**config.mk**
```make
export PLATFORM = sky130hd
export DESIGN_NAME = uart_prog_load_ctrl
export DESIGN_NICKNAME = d
export VERILOG_FILES = /design/src/rtl/uart_prog_load_ctrl.sv
export SDC_FILE = /design/constraint.sdc
export NUM_CORES = 1
export LEC_CHECK = 0
export ABC_AREA = 1
export BUFFER_PORTS_ARGS = -buffer_cell sky130_fd_sc_hd__buf_2
export CAP_MARGIN = 20
export CORE_UTILIZATION = 61
export DETAILED_ROUTE_END_ITERATION = 12
export PLACE_DENSITY = 0.95
export SLEW_MARGIN = 15
export SYNTH_ARGS = -nofsm -noshare
export SYNTH_HDL_FRONTEND = slang
export SYNTH_SLANG_ARGS = --single-unit
```
**constraint.sdc**
```tcl
create_clock -name clk -period 2.4 [get_ports clk]
set_input_delay 0.48 -clock clk [delete_from_list [all_inputs] [get_ports clk]]
set_output_delay 0.48 -clock clk [all_outputs]
set_load 0.03 [all_outputs]
```
**src/rtl/uart_prog_load_ctrl.sv**
```systemverilog
// rtl/uart_prog_load_ctrl.sv - UART framed program loader into instruction RAM (optional stats: ULOAD_STATS_EN)
module uart_prog_load_ctrl #(
    parameter int INSTR_WIDTH    = 32,
    parameter int DEPTH          = 256,
    parameter int TIMEOUT_CYCLES = 100000,
    localparam int ADDR_W        = (DEPTH > 1) ? $clog2(DEPTH) : 1
) (
    input  logic                   clk,
    input  logic                   rst,
    input  logic [7:0]             rx_byte,
    input  logic                   rx_done,
    input  logic                   tx_busy,
    output logic [7:0]             tx_byte,
    output logic                   tx_en,
    output logic                   wr_en,
    output logic [ADDR_W-1:0]      wr_addr,
    output logic [INSTR_WIDTH-1:0] wr_data,
    output logic                   core_run,
    output logic                   load_busy,
    output logic                   chk_err,
    output logic                   timeout_err,
    output logic [15:0]            ok_cnt,
    output logic [15:0]            err_cnt
);

    localparam int TO_W = $clog2(TIMEOUT_CYCLES + 1);

    localparam logic [7:0] SYNC_BYTE = 8'hA5;
    localparam logic [7:0] CMD_WRITE = 8'h01;
    localparam logic [7:0] CMD_RUN   = 8'h02;
    localparam logic [7:0] CMD_HALT  = 8'h03;
    localparam logic [7:0] RESP_ACK  = 8'h06;
    localparam logic [7:0] RESP_NAK  = 8'h15;

    typedef enum logic [2:0] {
        S_IDLE,
        S_CMD,
        S_ADDR,
        S_LEN,
        S_DATA,
        S_CHK,
        S_RESP
    } state_t;

    state_t                 r_state;
    state_t                 w_next;

    logic [TO_W-1:0]        r_to_cnt;
    logic [7:0]             r_cmd;
    logic [7:0]             r_chk;
    logic [ADDR_W-1:0]      r_ptr;
    logic [7:0]             r_words_left;
    logic [1:0]             r_byte_idx;
    logic [23:0]            r_shift;
    logic                   r_wr_en;
    logic [ADDR_W-1:0]      r_wr_addr;
    logic [INSTR_WIDTH-1:0] r_wr_data;
    logic [7:0]             r_resp;
    logic                   r_core_run;
    logic                   r_chk_err;
    logic                   r_timeout_err;

    logic                   w_to_run;
    logic                   w_timeout;
    logic                   w_tx_en;
    logic                   w_ack;
    logic                   w_nak;
    logic                   w_word_done;
    logic                   w_cmd_known;
    logic [ADDR_W-1:0]      w_ptr_next;

    assign w_cmd_known = (rx_byte == CMD_WRITE) || (rx_byte == CMD_RUN) || (rx_byte == CMD_HALT);
    assign w_ptr_next  = (r_ptr == ADDR_W'(DEPTH - 1)) ? '0 : r_ptr + 1'b1;

    // State register
    always_ff @(posedge clk) begin
        if (rst) begin
            r_state <= S_IDLE;
        end else begin
            r_state <= w_next;
        end
    end

    // Next-state decode plus the single-cycle strobes that steer the datapath
    always_comb begin
        w_next      = r_state;
        w_tx_en     = 1'b0;
        w_ack       = 1'b0;
        w_nak       = 1'b0;
        w_word_done = 1'b0;
        w_to_run    = (r_state != S_IDLE) && (r_state != S_RESP);
        // A byte arriving in the expiry cycle takes priority and reloads the counter
        w_timeout   = w_to_run && !rx_done && (r_to_cnt == TO_W'(TIMEOUT_CYCLES - 1));
        case (r_state)
            S_IDLE: begin
                if (rx_done && rx_byte == SYNC_BYTE) begin
                    w_next = S_CMD;
                end
            end
            S_CMD: begin
                if (rx_done) begin
                    if (rx_byte == CMD_WRITE) begin
                        w_next = S_ADDR;
                    end else if (w_cmd_known) begin
                        w_next = S_CHK;
                    end else begin
                        w_nak  = 1'b1;
                        w_next = S_RESP;
                    end
                end
            end
            S_ADDR: begin
                if (rx_done) begin
                    w_next = S_LEN;
                end
            end
            S_LEN: begin
                if (rx_done) begin
                    w_next = (rx_byte == 8'd0) ? S_CHK : S_DATA;
                end
            end
            S_DATA: begin
                if (rx_done && r_byte_idx == 2'd3) begin
                    w_word_done = 1'b1;
                    if (r_words_left == 8'd1) begin
                        w_next = S_CHK;
                    end
                end
            end
            S_CHK: begin
                if (rx_done) begin
                    w_ack  = (rx_byte == r_chk);
                    w_nak  = (rx_byte != r_chk);
                    w_next = S_RESP;
                end
            end
            S_RESP: begin
                if (!tx_busy) begin
                    w_tx_en = 1'b1;
                    w_next  = S_IDLE;
                end
            end
            default: begin
                w_next = S_IDLE;
            end
        endcase
        if (w_timeout) begin
            w_next = S_IDLE;
        end
    end

    // Inter-byte watchdog: counts idle clocks only while a frame is being parsed
    always_ff @(posedge clk) begin
        if (rst || !w_to_run || rx_done || w_timeout) begin
            r_to_cnt <= '0;
        end else begin
            r_to_cnt <= r_to_cnt + 1'b1;
        end
    end

    // Frame parsing datapath: running XOR, word pointer, byte assembly and RAM write
    always_ff @(posedge clk) begin
        if (rst) begin
            r_cmd        <= '0;
            r_chk        <= '0;
            r_ptr        <= '0;
            r_words_left <= '0;
            r_byte_idx   <= '0;
            r_shift      <= '0;
            r_wr_en      <= 1'b0;
            r_wr_addr    <= '0;
            r_wr_data    <= '0;
        end else begin
            r_wr_en <= w_word_done;
            if (rx_done) begin
                case (r_state)
                    S_IDLE: begin
                        r_chk <= '0;
                    end
                    S_CMD: begin
                        r_cmd <= rx_byte;
                        r_chk <= r_chk ^ rx_byte;
                    end
                    S_ADDR: begin
                        r_ptr <= rx_byte[ADDR_W-1:0];
                        r_chk <= r_chk ^ rx_byte;
                    end
                    S_LEN: begin
                        r_words_left <= rx_byte;
                        r_byte_idx   <= 2'd0;
                        r_chk        <= r_chk ^ rx_byte;
                    end
                    S_DATA: begin
                        r_chk      <= r_chk ^ rx_byte;
                        r_shift    <= {r_shift[15:0], rx_byte};
                        r_byte_idx <= r_byte_idx + 2'd1;
                        if (w_word_done) begin
                            r_wr_addr    <= r_ptr;
                            r_wr_data    <= {r_shift, rx_byte};
                            r_ptr        <= w_ptr_next;
                            r_words_left <= r_words_left - 8'd1;
                        end
                    end
                    default: begin
                    end
                endcase
            end
        end
    end

    // Response byte, run gating and sticky error flags
    always_ff @(posedge clk) begin
        if (rst) begin
            r_resp        <= '0;
            r_core_run    <= 1'b0;
            r_chk_err     <= 1'b0;
            r_timeout_err <= 1'b0;
        end else begin
            // The fetch FSM is halted as soon as a WRITE is recognised
            if (r_state == S_CMD && rx_done && rx_byte == CMD_WRITE) begin
                r_core_run <= 1'b0;
            end
            if (w_ack) begin
                r_resp <= RESP_ACK;
                if (r_cmd == CMD_RUN) begin
                    r_core_run <= 1'b1;
                end else if (r_cmd == CMD_HALT) begin
                    r_core_run <= 1'b0;
                end
            end
            if (w_nak) begin
                r_resp    <= RESP_NAK;
                r_chk_err <= 1'b1;
            end
            if (w_timeout) begin
                r_timeout_err <= 1'b1;
            end
        end
    end

`ifdef ULOAD_STATS_EN
    logic [15:0] r_ok_cnt;
    logic [15:0] r_err_cnt;

    // Saturating frame outcome counters
    always_ff @(posedge clk) begin
        if (rst) begin
            r_ok_cnt  <= '0;
            r_err_cnt <= '0;
        end else begin
            if (w_ack && r_ok_cnt != 16'hFFFF) begin
                r_ok_cnt <= r_ok_cnt + 16'd1;
            end
            if ((w_nak || w_timeout) && r_err_cnt != 16'hFFFF) begin
                r_err_cnt <= r_err_cnt + 16'd1;
            end
        end
    end

    assign ok_cnt  = r_ok_cnt;
    assign err_cnt = r_err_cnt;
`else
    assign ok_cnt  = 16'd0;
    assign err_cnt = 16'd0;
`endif

    assign tx_byte     = r_resp;
    assign tx_en       = w_tx_en;
    assign wr_en       = r_wr_en;
    assign wr_addr     = r_wr_addr;
    assign wr_data     = r_wr_data;
    assign core_run    = r_core_run;
    assign load_busy   = (r_state != S_IDLE);
    assign chk_err     = r_chk_err;
    assign timeout_err = r_timeout_err;

endmodule

```
; ---- Yosys cells after proc, flatten, opt, wreduce, memory -nomap -nowiden
; Index checks and enable logic that the tools add are counted.
[word_totals]
regBits = 126
[op_classes]
n_eq_ne = 28
n_mux = 36
add_sub_neg = 4
bitwise_logic = 1
n_reduce_logical = 32
[op_table]
columns = operator, n
row1 = 8-bit one-hot mux with 2 select lines, 3
row2 = "8-bit by 2-bit == test with 1-bit output, second input constant", 4
row3 = 3-bit 2-to-1 mux, 9
row4 = 8-bit 2-to-1 mux, 3
row5 = 3-bit one-hot mux with 7 select lines, 1
row6 = "2-bit != test, second input constant", 9
row7 = "17-bit by 1-bit adder with 17-bit output, second input constant", 1
row8 = "17-bit == test, second input constant", 1
row9 = "8-bit by 1-bit == test with 1-bit output, second input constant", 2
row10 = "8-bit == test, second input constant", 2
row11 = 1-bit 2-to-1 mux, 15
row12 = 5-bit 2-to-1 mux, 2
row13 = "3-bit == test, second input constant", 3
row14 = 3-bit AND reduction, 3
row15 = "8-bit by 1-bit adder with 8-bit output, second input constant", 1
row16 = 8-bit == test, 1
row17 = 8-bit zero test, 1
row18 = 8-bit != test, 1
row19 = 2-bit AND reduction, 4
row20 = 8-bit AND reduction, 1
row21 = 2-bit nonzero test, 4
row22 = "8-bit by 1-bit subtractor with 8-bit output, second input constant", 1
row23 = 8-bit bitwise XOR, 1
row24 = 1-bit logical AND, 7
row25 = other kinds (14), 21

; ---- Logic depth before layout (Yosys ltp)
; Gate-level depths: netlist of run 1.
[depth]
word_depth = 8
depth_mapped = 11
depth_no_buf = 10

; ---- Worst setup path before layout of run 1
; OpenSTA, ideal clock, no wires.
[synth_timing]
path_type = reg-to-output
start = register r_state[1]
end = output tx_en
path_slack_ps = 748
arrival_time_ps = 1172
path_buffers = 0
path_stages_with_launch = 3
t_required_ps = 1920
path_cell_list = dfxtp_1 > nand2_2 > nor3_1
[synth_via]
elab_chain_len = 2
[synth_rtl]
columns = element, line
row1 = start: declaration, 45  ; state_t r_state;
row2 = start signal: assignment, 80  ; r_state <= w_next;
row3 = 3-bit == test, 94  ; case (r_state)
row4 = 1-bit 2-to-1 mux, 94
row5 = end: declaration, 14  ; output logic tx_en,
; Every way passes these cells.

; ---- Worst setup path after layout of run 1
[layout_timing]
start = register r_state[0]
end = register r_words_left[0]
[layout_via]
elab_chain_len = 4
word_cells_on_any_way = 7
cone_classes = eq/ne: 3 / mux: 2 / reduce/logical: 2
[layout_rtl]
columns = element, line
row1 = 3-bit == test, "94, 176"
row2 = 1-bit 2-to-1 mux, 94
row3 = 2-bit != test (no source line), n/a
row4 = 3-bit AND reduction (no source line), n/a
row5 = end signal: assignment, 189  ; r_words_left <= rx_byte;
row6 = end signal: assignment, 201  ; r_words_left <= r_words_left - 8'd1;
row7 = end: declaration, 52  ; logic [7:0] r_words_left;
; Several ways; a longest one is shown, not always the timed one.
; A chain may end at the register's enable or synchronous reset.

==> results.txt, run 1 <==
----------------------------------------------------
[Run status]
  Result of the run ... finished, final reports clean

[Synth]
  Mean area per synthesized cell ... 7.32 um2
  Post-synthesis instance total ... slightly below 800
  Sequential cell area fraction in the yosys report ... 0.430
  Commonest cells in the synthesized netlist ... sky130_fd_sc_hd__nand2_1, sky130_fd_sc_hd__dfxtp_1, sky130_fd_sc_hd__inv_1
  Post-synthesis cell type with the largest combined area ... sky130_fd_sc_hd__dfxtp_1
  Post-synthesis sequential element count ... ~130
  Post-synth ARST share ... 0
  Count of flip-flops with a built-in enable after synthesis ... 0
  Top cells by area in the synthesized netlist ... sky130_fd_sc_hd__dfxtp_1, sky130_fd_sc_hd__nand2_1, sky130_fd_sc_hd__a21oi_1, sky130_fd_sc_hd__nand3_1, sky130_fd_sc_hd__inv_1
  Cell area after synthesis ... approximately 6000 um2
  Synth Flop Type ... sky130_fd_sc_hd__dfxtp_1
  Yosys top cell area share ... 0.430
  Count of warnings emitted by yosys ... 0
  Dominant cell by count in the synthesized netlist ... sky130_fd_sc_hd__nand2_1
  Number of distinct library cell variants in the gate-level netlist after synthesis ... 36

[Global route]
  Antenna violations before repair ... 0
  Via count of the first global-routing pass ... about 5,100
  Total global routing overflow ... 0
  Global-route total usage across every layer ... 0.313
  First-pass GRT wire length ... about 24 mm
  Maximum number of pins on one net before global-route repair ... 52

[Placed design]
  Cell area after placement ... a little over 6000 um2
  Routability congestion estimate from global placement ... approximately 0.95
  Worst Setup Slack post-DPL ... 0.320 ns
  Sum of net half-perimeters after detailed placement ... 8.81 mm
  Port Buffer Count ... 61
  Post-placement cell count ... 958

[Die]
  Die boundary height ... 99.7 um
  Starting Density ... 0.630
  Row Count ... 35
  Area of the die ... 9950 um2
  Die width ... 99.7 um
  Number of top-level pins ... 98
  Standard cell core area ... ~9000 um2

[Cells and area]
  Proportion of layout cells with a drive suffix above 1 ... 0.152
  Final Net Count ... 865
  Final non-filler cell total ... 990
  Layout Area Growth over Synthesis ... 13.6%
  Number of antenna cells inserted ... 0
  Final core utilization ... 0.716
  Final instance area ... 6620 um2

[STA]
  Final worst slack ... between 0.15 and 0.2 ns
  Final number of max-transition violations ... 0
  Worst max-slew margin expressed relative to the limit ... 0.448
  RSZ-0062 raised after global routing ... false
  Final critical-path required period ... 2.23 ns
  FMAX ... about 450 MHz
  Post-route clock skew ... just over 0.008 ns
  Setup violations, final ... 0
  Transition time at the pin with the least slew margin ... 0.827 ns
  Worst hold margin ... 0.299 ns
  Final Cycle Share ... 0.930
  Setup TNS Final ... 0 ns
  Fin. Hold Viols ... 0

[Detailed routing]
  Via-to-Cell Ratio ... approximately 5.7
  Number of remaining DRC errors ... 0
  Total iterations of the first detailed-routing run ... 8
  Number of DRC markers in iteration 0 ... 665
  Residual antenna-violating net count after detailed routing ... 0
  Total Wirelength ... 15.2 mm
  DR WL/cell ... between 15 and 20 um
  Via total after detailed routing ... between 5,000 and 6,000

[Critical path]
  Max stage delay cell, worst path ... sky130_fd_sc_hd__dfxtp_1
  CP Launch Type ... flop
  Critical path fanouts, max ... 21
  Chain of cells forming the critical path ... nor2_4 > nand2_2 > nor2_4 > nand2_4 > nand2_1 > inv_1 > o21ai_0 > a21oi_1
  Arrival time at the worst endpoint ... 2.65 ns
  Slowest Stage Delay on Critical Path ... between 0.3 and 0.4 ns
  Nature of the critical path endpoint ... flop
  Most frequent CP cell ... sky130_fd_sc_hd__nor2_4
  Cell type group with the largest total delay on the critical path ... simple AND/OR/NAND/NOR gates
  Required @ worst endpoint ... 2.81 ns
  Kind of critical path ... flop to flop
  Total buffers and inverters traversed by the critical path ... 1

[Clock network]
  Skew-Pair Late Insertion Delay ... about 0.53 ns
  TritonCTS buffer count ... 17
  Register clock-pin slew on the reported worst setup and hold paths ... 0.07 ns
  CTS Buffer Depth ... 2
  Post-CTS Setup Bufs ... 0
  Sinks on the clock net ... 125
  H-Tree Depth ... 4
  Number of hold buffers added after CTS ... 0
  Post-cts resize count ... 0
  Cell at the root of the clock tree ... sky130_fd_sc_hd__clkbuf_8
  TritonCTS clock tree ... done

[Worst hold path]
  Worst hold path class ... input pin to flop

[Power]
  Overall power of the completed layout ... 5.46 mW
  Total power per unit cell area ... 825 nW/um2
  Leak Pwr ... about 2.8 nW
  Worst IR drop on VDD ... between 600 and 700 uV

[Job]
  Number of violations of the max-capacitance limit ... 0

----------------------------------------------------
-- power breakdown --
group	switching [mW]	internal [mW]	total (mW)
Clock	1.10	1.43	2.53
Combinational	0.527	0.167	0.695
Sequential	0.0774	2.16	2.24
Total	1.70	3.76	5.46
-- metal layers --
metal,up-vias,GRT usage,part of all wire
met5,-,0,0
met4,0,0.173,0.048
met3,104,0.0773,0.10
met2,404,0.492,0.47
met1,2518,0.393,0.39
li1,2631,-,-
-- state kept, by name (all words and copies together) (netlist names), 2 cells and up --
signal / cells
r_chk: 8
tx_byte: 3
r_shift: 24
r_words_left: 8
r_cmd: 8
wr_data: 32
r_ptr: 8
wr_addr: 8
r_to_cnt: 17
r_byte_idx: 2
r_state: 3
-- placed cells by master (no fill, tap or decap), drive strengths merged, types with 17 or more instances in the layout --
master  synthesis  routed
a21oi          68      68
conb            1      36
o21ai          59      59
buf            51      68
nand3          69      69
dfxtp         125     125
inv            93     103
nand2         144     144
nor2           92      92
clkbuf         19      17
-- logic make-up after synthesis --
logic type      synth area share
compound gates             0.140
simple gates               0.255
fa+ha+maj                 0.0107
flops                      0.430
xor+xnor                  0.0271
buf+inv                    0.137
other cells             0.000644
-- area by class of cell --
class	count	area, um2
Clock buffer	17	414
Tap cell	129	161
Inverter	94	353
Sequential cell	125	2500
Clock inverter	15	168
Fill cell	646	2630
Multi-Input combinational cell	542	2660
Timing Repair Buffer	68	358
-- worst min-delay path, stage by stage --
cell and delay, ns:
sky130_fd_sc_hd__buf_2 0.14, sky130_fd_sc_hd__nand3_1 0.09, sky130_fd_sc_hd__a21oi_1 0.07
-- path summary, 6_finish.rpt --
path                             startpoint         endpoint  slack, ns  cells after the start
worst max register to register   r_state[0]  r_words_left[0]       0.17                      8
worst min register to register  r_to_cnt[0]      r_to_cnt[0]       0.46                      1
worst min-delay path             rx_byte[5]       wr_data[5]       0.30                      3
worst max-delay path             r_state[0]  r_words_left[0]       0.17                      8
(Power assumes the default switching activity.)
==> inputs of run 2 (changes only) <==
--- a/config.mk
+++ b/config.mk
@@ -8,8 +8,10 @@
 export ABC_AREA = 1
 export BUFFER_PORTS_ARGS = -buffer_cell sky130_fd_sc_hd__buf_2
 export CAP_MARGIN = 20
+export CORE_MARGIN = 2
 export CORE_UTILIZATION = 61
 export DETAILED_ROUTE_END_ITERATION = 12
+export GPL_ROUTABILITY_DRIVEN = 0
 export PLACE_DENSITY = 0.95
 export SLEW_MARGIN = 15
 export SYNTH_ARGS = -nofsm -noshare
==> results.txt, run 2 (synthesized netlist as in run 1, its figures left out) <==
----------------------------------------------------
[Run status]
  Result of the run ... finished, final reports clean

[Detailed routing]
  Residual antenna-violating net count after detailed routing ... 0 (unchanged)
  Number of remaining DRC errors ... 0 (unchanged)
  Number of DRC markers in iteration 0 ... 621 (-6.6%)
  Total Wirelength ... 15.4 mm (+1.3%)
  Total iterations of the first detailed-routing run ... 8 (unchanged)
  DR WL/cell ... 15.5 um (+1.3%)
  Via total after detailed routing ... 5,641 (-0.28%)
  Via-to-Cell Ratio ... 5.70 (-0.28%)

[Clock network]
  TritonCTS clock tree ... done
  Sinks on the clock net ... 125 (unchanged)
  Post-CTS Setup Bufs ... 0 (unchanged)
  Register clock-pin slew on the reported worst setup and hold paths ... 0.06 ns (about the same)
  CTS Buffer Depth ... 2 (unchanged)
  Number of hold buffers added after CTS ... 0 (unchanged)
  Post-cts resize count ... 0 (unchanged)
  TritonCTS buffer count ... 17 (unchanged)
  Skew-Pair Late Insertion Delay ... 0.52 ns (about the same)
  Cell at the root of the clock tree ... sky130_fd_sc_hd__clkbuf_8
  H-Tree Depth ... 4 (unchanged)

[Die]
  Die boundary height ... 102 um (+2.0%)
  Area of the die ... 10,300 um2 (+4.1%)
  Row Count ... 35 (unchanged)
  Number of top-level pins ... 98 (unchanged)
  Standard cell core area ... 9240 um2 (unchanged)
  Die width ... 102 um (+2.0%)
  Starting Density ... 0.630 (unchanged)

[Cells and area]
  Number of flip-flops in the largest register ... 32 (unchanged)
  Layout filler cell count ... 668 (+3.4%)
  Layout Area Growth over Synthesis ... 13.7%
  Final Net Count ... 865 (unchanged)
  Multi-input gate area ... 2660 um2 (unchanged)
  Leading cell type in the layout, fill and taps excluded ... sky130_fd_sc_hd__nand2_1
  Number of antenna cells inserted ... 0 (unchanged)
  Total area of sequential cells ... 2500 um2 (unchanged)
  Commonest non-fill, non-tap cells in the layout ... sky130_fd_sc_hd__nand2_1, sky130_fd_sc_hd__dfxtp_1, sky130_fd_sc_hd__inv_1
  Final instance area ... 6620 um2 (+0.13%)
  Proportion of layout cells with a drive suffix above 1 ... 0.152 (unchanged)

[STA]
  Final critical-path required period ... 2.18 ns (-0.0496 ns)
  Post-route clock skew ... 0.0101 ns (+0.00197 ns)
  Final Cycle Share ... 0.910 (-0.0207)
  Transition time at the pin with the least slew margin ... 0.833 ns (+0.00577 ns)
  Setup TNS Final ... 0 ns (unchanged)
  Fin. Hold Viols ... 0 (unchanged)
  Final number of max-transition violations ... 0 (unchanged)
  Worst max-slew margin expressed relative to the limit ... 0.444 (-0.00385)
  FMAX ... 458 MHz (+2.3%)
  Setup violations, final ... 0 (unchanged)
  Final worst slack ... 0.216 ns (+0.0496 ns)
  RSZ-0062 raised after global routing ... false

[Global route]
  Total global routing overflow ... 0 (unchanged)
  First-pass GRT wire length ... 24.7 mm (+0.73%)
  Maximum number of pins on one net before global-route repair ... 38 (-27%)
  Global-route total usage across every layer ... 0.301 (-0.0116)
  Antenna violations before repair ... 0 (unchanged)
  Via count of the first global-routing pass ... 5,194 (+1.7%)

[Power]
  Total power per unit cell area ... 829 nW/um2 (+0.40%)
  Leak Pwr ... 2.84 nW (+0.30%)
  Worst IR drop on VDD ... 530 uV (-13%)
  Overall power of the completed layout ... 5.49 mW (+0.53%)

[Critical path]
  Arrival time at the worst endpoint ... 2.61 ns (-0.04 ns)
  Nature of the critical path endpoint ... flop
  Critical path fanouts, max ... 33 (+57%)
  Kind of critical path ... flop to flop
  Required @ worst endpoint ... 2.83 ns (+0.02 ns)
  CP Launch Type ... flop

[Worst hold path]
  Worst hold path class ... input pin to flop

[Placed design]
  Sum of net half-perimeters after detailed placement ... 8.91 mm (+1.1%)
  Port Buffer Count ... 61 (unchanged)
  Cell area after placement ... 6030 um2 (unchanged)
  Worst Setup Slack post-DPL ... 0.320 ns (-0.0000120 ns)

[Job]
  Number of violations of the max-capacitance limit ... 0 (unchanged)

----------------------------------------------------
-- run 2: cell count changes in the layout (fill, tap and decap cells not counted), sizes merged --
cell	previous run	this run
inv	103	102
bufinv	1	2
clkinv	3	4
clkinvlp	2	1
-- run 2: through the flow --
step | hold slack, ns | utilization | instances
2_1_floorplan | 0.427 | - | 831
3_3_place_gp | 0.437 | 0.653 | 958
3_5_place_dp | 0.446 | 0.653 | 958
4_1_cts | 0.295 | 0.717 | 990
5_1_grt | 0.300 | 0.717 | 990
6_report | 0.311 | 0.717 | 990
-- run 2: routing by layer --
layer / global-route usage / wire, um / vias to the layer above
li1: - / - / 2630
met1: 0.377 / 5960 / 2540
met2: 0.486 / 7300 / 396
met3: 0.0766 / 1550 / 75
met4: 0.141 / 571 / 0
met5: 0 / 0 / -
-- run 2: cell type report --
type,instances,area share
multi-input cells,542,0.401
flip-flops and latches,125,0.378
clock buffers,17,0.0625
well taps,129,0.0244
clock inverters,15,0.0266
inverters,94,0.0533
repair buffers,68,0.0540
-- run 2: worst paths after layout --
kind,start,endpoint,slack (ns),cells past startpoint
setup / recovery,r_state[0],wr_data[0],0.22,8
hold / removal,rx_byte[3],wr_data[3],0.31,3
setup reg to reg,r_state[0],wr_data[0],0.22,8
hold reg to reg,tx_byte[2],tx_byte[2],0.46,2
-- run 2: critical path, stage by stage, from the launching register on --
cell and delay [ns]:
sky130_fd_sc_hd__dfxtp_1 0.40, sky130_fd_sc_hd__nor2_4 0.19, sky130_fd_sc_hd__nand2_2 0.18, sky130_fd_sc_hd__nor2_4 0.27, sky130_fd_sc_hd__nand2_4 0.16, sky130_fd_sc_hd__buf_4 0.29
sky130_fd_sc_hd__nor2_2 0.14, sky130_fd_sc_hd__inv_1 0.20, sky130_fd_sc_hd__o21ai_0 0.26
-- run 2: report_power, final --
part           leakage (nW)  internal [mW]  switching, mW
Sequential             1.01           2.16         0.0782
Combinational          1.54          0.167          0.520
Clock                 0.290           1.52           1.05
